[config.mk]
export PLATFORM = sky130hd
export DESIGN_NAME = mux8_rr_sequencer
export DESIGN_NICKNAME = d
export VERILOG_FILES = /design/src/rtl/mux8_rr_sequencer.sv
export SDC_FILE = /design/constraint.sdc
export NUM_CORES = 1
export LEC_CHECK = 0
export BUFFER_PORTS_ARGS = -buffer_cell sky130_fd_sc_hd__buf_2
export CORE_MARGIN = 2
export CORE_UTILIZATION = 53
export CTS_CLUSTER_SIZE = 10
export DETAILED_ROUTE_END_ITERATION = 10
export PLACE_DENSITY = 0.82
export SLEW_MARGIN = 15
export SYNTH_ARGS = -nofsm -noshare
export SYNTH_HDL_FRONTEND = slang
export SYNTH_SLANG_ARGS = --single-unit
export TNS_END_PERCENT = 100
[constraint.sdc]
create_clock -name clk -period 9.2 [get_ports clk]
set_input_delay 1.84 -clock clk [delete_from_list [all_inputs] [get_ports clk]]
set_output_delay 1.84 -clock clk [all_outputs]
set_load 0.02 [all_outputs]
[src/rtl/mux8_rr_sequencer.sv]
// mux8_rr_sequencer: round-robin arbiter that drives the select and strobe of an 8:1 strobed mux, with break-before-make.
// Define MUX8_RR_TIMEOUT_EN to add the HOLD_MAX grant timeout; the default build holds a grant until done or req drops.
module mux8_rr_sequencer #(
   parameter int unsigned HOLD_MAX = 15
) (
   input  logic       clk,
   input  logic       rst_n,
   input  logic [7:0] req,
   input  logic       done,
   output logic [2:0] sel,
   output logic       en_n,
   output logic [7:0] gnt,
   output logic       busy,
   output logic       timeout
);

   localparam logic [1:0] ST_IDLE    = 2'd0;
   localparam logic [1:0] ST_SETUP   = 2'd1;
   localparam logic [1:0] ST_ACTIVE  = 2'd2;
   localparam logic [1:0] ST_RELEASE = 2'd3;

   if ((HOLD_MAX == 0) || (HOLD_MAX > 255)) begin : g_bad_hold_max
      $error("mux8_rr_sequencer: HOLD_MAX must be in 1..255");
   end

   logic [1:0] state_q, state_d;
   logic [2:0] ptr_q, ptr_d;
   logic [2:0] sel_q, sel_d;
   logic       en_n_q, en_n_d;
   logic [7:0] gnt_q, gnt_d;
   logic       busy_q, busy_d;
   logic       timeout_q, timeout_d;
   logic [2:0] winner;
   logic       expire;

   // First requester at or above p, wrapping 7 -> 0; the smallest offset wins.
   function automatic logic [2:0] rr_pick(input logic [7:0] r, input logic [2:0] p);
      logic [2:0] idx;
      rr_pick = p;
      for (int k = 7; k >= 0; k--) begin
         idx = p + 3'(k);
         if (r[idx]) rr_pick = idx;
      end
   endfunction

   assign winner = rr_pick(req, ptr_q);

`ifdef MUX8_RR_TIMEOUT_EN
   logic [7:0] hold_q, hold_d;

   // hold_q counts ACTIVE cycles already completed, so the HOLD_MAX-th ACTIVE cycle sees HOLD_MAX-1.
   always_comb begin
      hold_d = 8'd0;
      if (state_q == ST_ACTIVE) hold_d = hold_q + 8'd1;
   end

   always_ff @(posedge clk or negedge rst_n) begin
      if (!rst_n) hold_q <= 8'd0;
      else        hold_q <= hold_d;
   end

   assign expire = (hold_q == 8'(HOLD_MAX - 1));
`else
   assign expire = 1'b0;
`endif

   always_comb begin
      // NOTE: every variable gets a default first so no path through the case leaves it unassigned (no latch).
      state_d   = state_q;
      ptr_d     = ptr_q;
      sel_d     = sel_q;
      en_n_d    = en_n_q;
      gnt_d     = gnt_q;
      busy_d    = busy_q;
      timeout_d = 1'b0;
      case (state_q)
         ST_IDLE, ST_RELEASE: begin
            en_n_d = 1'b1;
            gnt_d  = 8'h00;
            busy_d = 1'b0;
            state_d = ST_IDLE;
            if (req != 8'h00) begin
               // sel only moves here, while the strobe is already inactive.
               state_d = ST_SETUP;
               sel_d   = winner;
               gnt_d   = 8'b1 << winner;
               busy_d  = 1'b1;
            end
         end
         ST_SETUP: begin
            state_d = ST_ACTIVE;
            en_n_d  = 1'b0;
         end
         ST_ACTIVE: begin
            if (done || !req[sel_q] || expire) begin
               state_d   = ST_RELEASE;
               en_n_d    = 1'b1;
               gnt_d     = 8'h00;
               ptr_d     = sel_q + 3'd1;
               timeout_d = !done && req[sel_q];
            end
         end
         default: state_d = ST_IDLE;
      endcase
   end

   always_ff @(posedge clk or negedge rst_n) begin
      if (!rst_n) begin
         state_q   <= ST_IDLE;
         ptr_q     <= 3'd0;
         sel_q     <= 3'd0;
         en_n_q    <= 1'b1;
         gnt_q     <= 8'h00;
         busy_q    <= 1'b0;
         timeout_q <= 1'b0;
      end else begin
         // NOTE: non-blocking assignments so every register samples the pre-edge values.
         state_q   <= state_d;
         ptr_q     <= ptr_d;
         sel_q     <= sel_d;
         en_n_q    <= en_n_d;
         gnt_q     <= gnt_d;
         busy_q    <= busy_d;
         timeout_q <= timeout_d;
      end
   end

   assign sel     = sel_q;
   assign en_n    = en_n_q;
   assign gnt     = gnt_q;
   assign busy    = busy_q;
   assign timeout = timeout_q;

endmodule

Word level (Yosys, flattened, before mapping)
Index checks and enable logic that the tools add are counted.
- $add $sub $neg: 8
- order comparisons: 9
- equality and inequality tests: 4
- shift-type cells: 1
- mux-type cells: 37
- reductions and logical operators: 11
- operator list (cell ; count):
    $lt 3x4->1 const B ; 9
    $bmux 1 s3 ; 9
    $mux 3 ; 8
    $mux 8 ; 2
    $pmux 8 s2 ; 1
    $mux 1 ; 14
    $add 3x3->3 const B ; 4
    $reduce_bool 8->1 ; 1
    $shl 1x3->8 const A ; 1
    $add 3x1->3 const B ; 2
    $add 3x2->3 const B ; 2
    $pmux 2 s3 ; 1
    $reduce_and 2->1 ; 3
    $eq 2x2->1 const B ; 2
    $pmux 1 s3 ; 1
    $eq 2x1->1 const B ; 1
    $logic_not 1->1 ; 2
    $logic_not 2->1 ; 1
    $mux 2 ; 1
    $ne 2x2->1 const B ; 1
    $reduce_bool 2->1 ; 1
    $reduce_or 2->1 ; 1
    $logic_and 1x1->1 ; 1
    $logic_or 1x1->1 ; 1
- register bits after elaboration: 19
- output and inout bits: 14
- logic and storage cells: 77

Longest topological paths before layout
- depth after elaboration: 14
- mapped depth: 12

Worst setup path before layout
OpenSTA, ideal clock, no wires.
- kind: input to register
- from: in req[5]
- to: reg gnt_q[0], in the netlist gnt[0]
- library setup time: 0.076 ns
- data arrival time: 3.668 ns
- setup slack: 5.456 ns
- stages: 7
- path buffers: 0
- cells stage by stage: mux4_2 -> mux2_4 -> o211ai_2 -> a31oi_1 -> a2111oi_4 -> a21bo_1 -> o21ai_1
- cells in the longest elaborated chain, start to end: 13
- RTL lines (what ; RTL line ; source):
    from (decl) ; 8 ; input logic [7:0] req,
    $bmux 1 s3 ; 42 ; if (r[idx]) rr_pick = idx;
    $mux 1 (implied by the code) ; 42 ;
    $mux 3 (8 in a row) ; 42 ;
    $shl 1x3->8 ; 86 ; gnt_d = 8'b1 << winner;
    $mux 8 ; 82 ; if (req != 8'h00) begin
    $pmux 8 s2 ; 76 ; case (state_q)
    to (signal assigned) ; 122 ; gnt_q <= gnt_d;
    to (decl) ; 30 ; logic [7:0] gnt_q, gnt_d;
Several ways; a longest one is shown, not always the timed one. The select of a mux whose other input is x is not followed.
A chain may end at the register's enable or synchronous reset.

Worst setup path after layout
- from: in req[3]
- to: reg gnt_q[0], in the netlist gnt[0]
The elaborated chain is that of the path after synthesis.

==> results by group <==
Synth
  • Biggest area consumer among synthesized cells: dfrtp_1
  • Post-synth EDFFs: 0
  • Share of the synthesized area in the top cell type: 0.245
  • Ranking of synthesized cells by area: dfrtp_1 25%, mux4_2 16%, nand2_1 4.5%
  • Synth cell types: 51
  • Mapped cell area: 1730 um^2
  • Commonest cells in the netlist: 21 x nand2_1, 17 x dfrtp_1, 13 x nor2_1
  • Avg Cell Area, Syn: 9.91 um^2
  • Ys async rst share: 1.00
  • Synth Register Bits: 18
  • Ys flop type: dfrtp_1
  • Syn_nets: 191
  • Synthesized instance count: 175
  • Seq/Total Area, Yosys: 0.260
  • Yosys warnings: 0
  • Most common cell in the synthesized netlist: nand2_1

STA
  • Tcrit/Tclk final: 0.420
  • Minimum clock period: 3.86 ns
  • Slew HR: 0.492
  • Worst-Margin Slew: 0.762 ns
  • Slew Limit Fails: 0
  • Fmax: 259 MHz
  • Setup tns final: 0 ns
  • Fin. Hold Viols: 0
  • Clk_skew: 0.0112 ns
  • RSZ-0062 raised after global routing: no
  • Final Setup Violations: 0

Setup path
  • CP Class: in -> reg
  • Crit-path slowest cell: mux4_2
  • CP Max Fanout: 8
  • Worst-path cell chain: buf_2 > mux4_2 > mux2i_1 > nand2b_1 > a31oi_1 > a2111oi_4 > a21bo_1 > o21ai_1
  • Bufs and invs on worst path: 1
  • Startpoint types: input port
  • Critical path capture point type: flip-flop
  • Max stage delay on crit path: 0.55 ns
  • Worst EP arrival: 4.09 ns
  • Top delay family on crit path: compound AO/OA/AOI/OAI gates
  • Req. time, crit path: 9.43 ns

GRT
  • GRT Total Usage: 0.240
  • Initial antenna violation count: 0
  • First-pass GRT wire length: 6.76 mm
  • Largest net degree at the start of global routing: 19
  • Vias in the first global route: 1398
  • Total gr overflow: 0

Floorplanning
  • Num ports: 25
  • Core Area: 3080 um^2
  • Die height: 61.2 um
  • Die area: 3750 um^2
  • Starting density of the core: 0.563
  • Rows: 20
  • Die width: 61.2 um

Final layout
  • Final nets: 210
  • Util after Layout: 0.611
  • Proportion of layout cells with a drive suffix above 1: 0.275
  • Area grow syn2layout: 8.51%
  • Antenna Diode Count: 0
  • Fillers: 259

Clock tree
  • Clk buf depth: 2
  • TritonCTS buffer count: 3
  • Clk root buf: clkbuf_4
  • Clock Sinks: 18
  • TritonCTS clock tree: built
  • # hold bufs at CTS: 0
  • Reg clk slew, reported paths: 0.11 ns
  • CTS H-tree lvls: 1
  • Post-CTS Setup Inserts: 0
  • Resized cells post-CTS: 0
  • Latest clock arrival within the worst-skew pair: 0.29 ns

Routing
  • Vias per cell: 6.37
  • WL/cell: 17.0 um
  • Antenna Nets Post-Route: 0
  • Drc violations: 0
  • Via count: 1510
  • TritonRoute pass-1 iters: 5
  • Total routed wirelength: 4.02 mm
  • DRC marker count from the first detailed-route iteration: 147

Outcome
  • Status: complete, no violations

Placed design
  • DP HPWL: 3.05 mm
  • Port buffer count: 23
  • Placer Congestion: 0.880

Min path
  • Worst hold-check path type: reg -> reg

Job
  • Max-cap violations: 0
-- cell type report --
class,count,area (um^2),share of cell area
clock buffer,4,36.3,0.0193
tap,44,55.1,0.0293
multi-input combinational,139,1190,0.632
sequential,18,452,0.240
timing repair buffer,23,115,0.0612
inverter,9,33.8,0.0180
-- flip-flops by register name, indices dropped and copies added, names as in the netlist --
register  cells
gnt           8
ptr_q         3
sel           3
state_q       2
busy          1
en_n          1
-- routing by layer --
layer  wire length, um  global-route usage  up-vias
li1                  -                   -      712
met1              1710               0.350      732
met3               258              0.0189        4
met5                 0                   0        -
met2              2010               0.392       62
met4                46              0.0559        0
-- stage by stage --
step | setup WS [ns] | hold WS [ns] | std cells | instance area, um^2
2_1_floorplan | 5.46 | 0.521 | 175 | 1730
3_3_place_gp | 5.13 | 0.462 | 233 | 1850
3_5_place_dp | 5.07 | 0.471 | 233 | 1850
4_1_cts | 5.37 | 0.492 | 237 | 1880
5_1_grt | 5.16 | 0.511 | 237 | 1880
6_report | 5.34 | 0.492 | 237 | 1880
-- worst paths after layout --
check                      endpoint  slack, ns  startpoint  cells past startpoint
min reg2reg                  gnt[4]       0.49      gnt[4]                      2
min                          gnt[4]       0.49      gnt[4]                      2
max reg2reg                  gnt[0]       5.40    ptr_q[1]                      9
max                          gnt[0]       5.34      req[3]                      8
min in group asynchronous    sel[1]       1.45       rst_n                      1
max in group asynchronous      en_n       7.43       rst_n                      1
-- logic make-up after synthesis --
kind of cell	after synthesis	synth area share
other	1	0.00216
AO/OA/AOI/OAI	50	0.212
AND/OR/NAND/NOR	51	0.139
adder cells (fa/ha/maj)	5	0.0361
XOR/XNOR	4	0.0202
flip-flops	18	0.260
multiplexers	28	0.276
buffers and inverters	18	0.0534
-- tightest hold or removal path: stages, from the launching register on --
cell and delay (ns):
dfrtp_1 0.35, nand2_1 0.05, o21ai_1 0.06
-- cell usage in the layout (no fill, tap or decap), types with 2 or more instances in the layout --
cell and count:
a221oi_1 4, clkbuf_4 3, o21ai_0 9, inv_1 9, a21oi_1 8, nor2_1 13, ha_1 5, o31ai_1 4
o21ai_1 4, o22ai_1 2, nor3_1 3, xnor2_1 2, or4_1 2, nand2_1 21, buf_2 23, xor2_1 2
nand3_1 3, mux2i_1 7, mux2i_4 3, mux2_2 5, a211oi_1 2, a31oi_1 2, dfrtp_1 17, mux4_2 12
nand2b_1 4
Power is not shown: default switching activity piles up to over one toggle a cycle in this logic, so the estimate is an artifact.
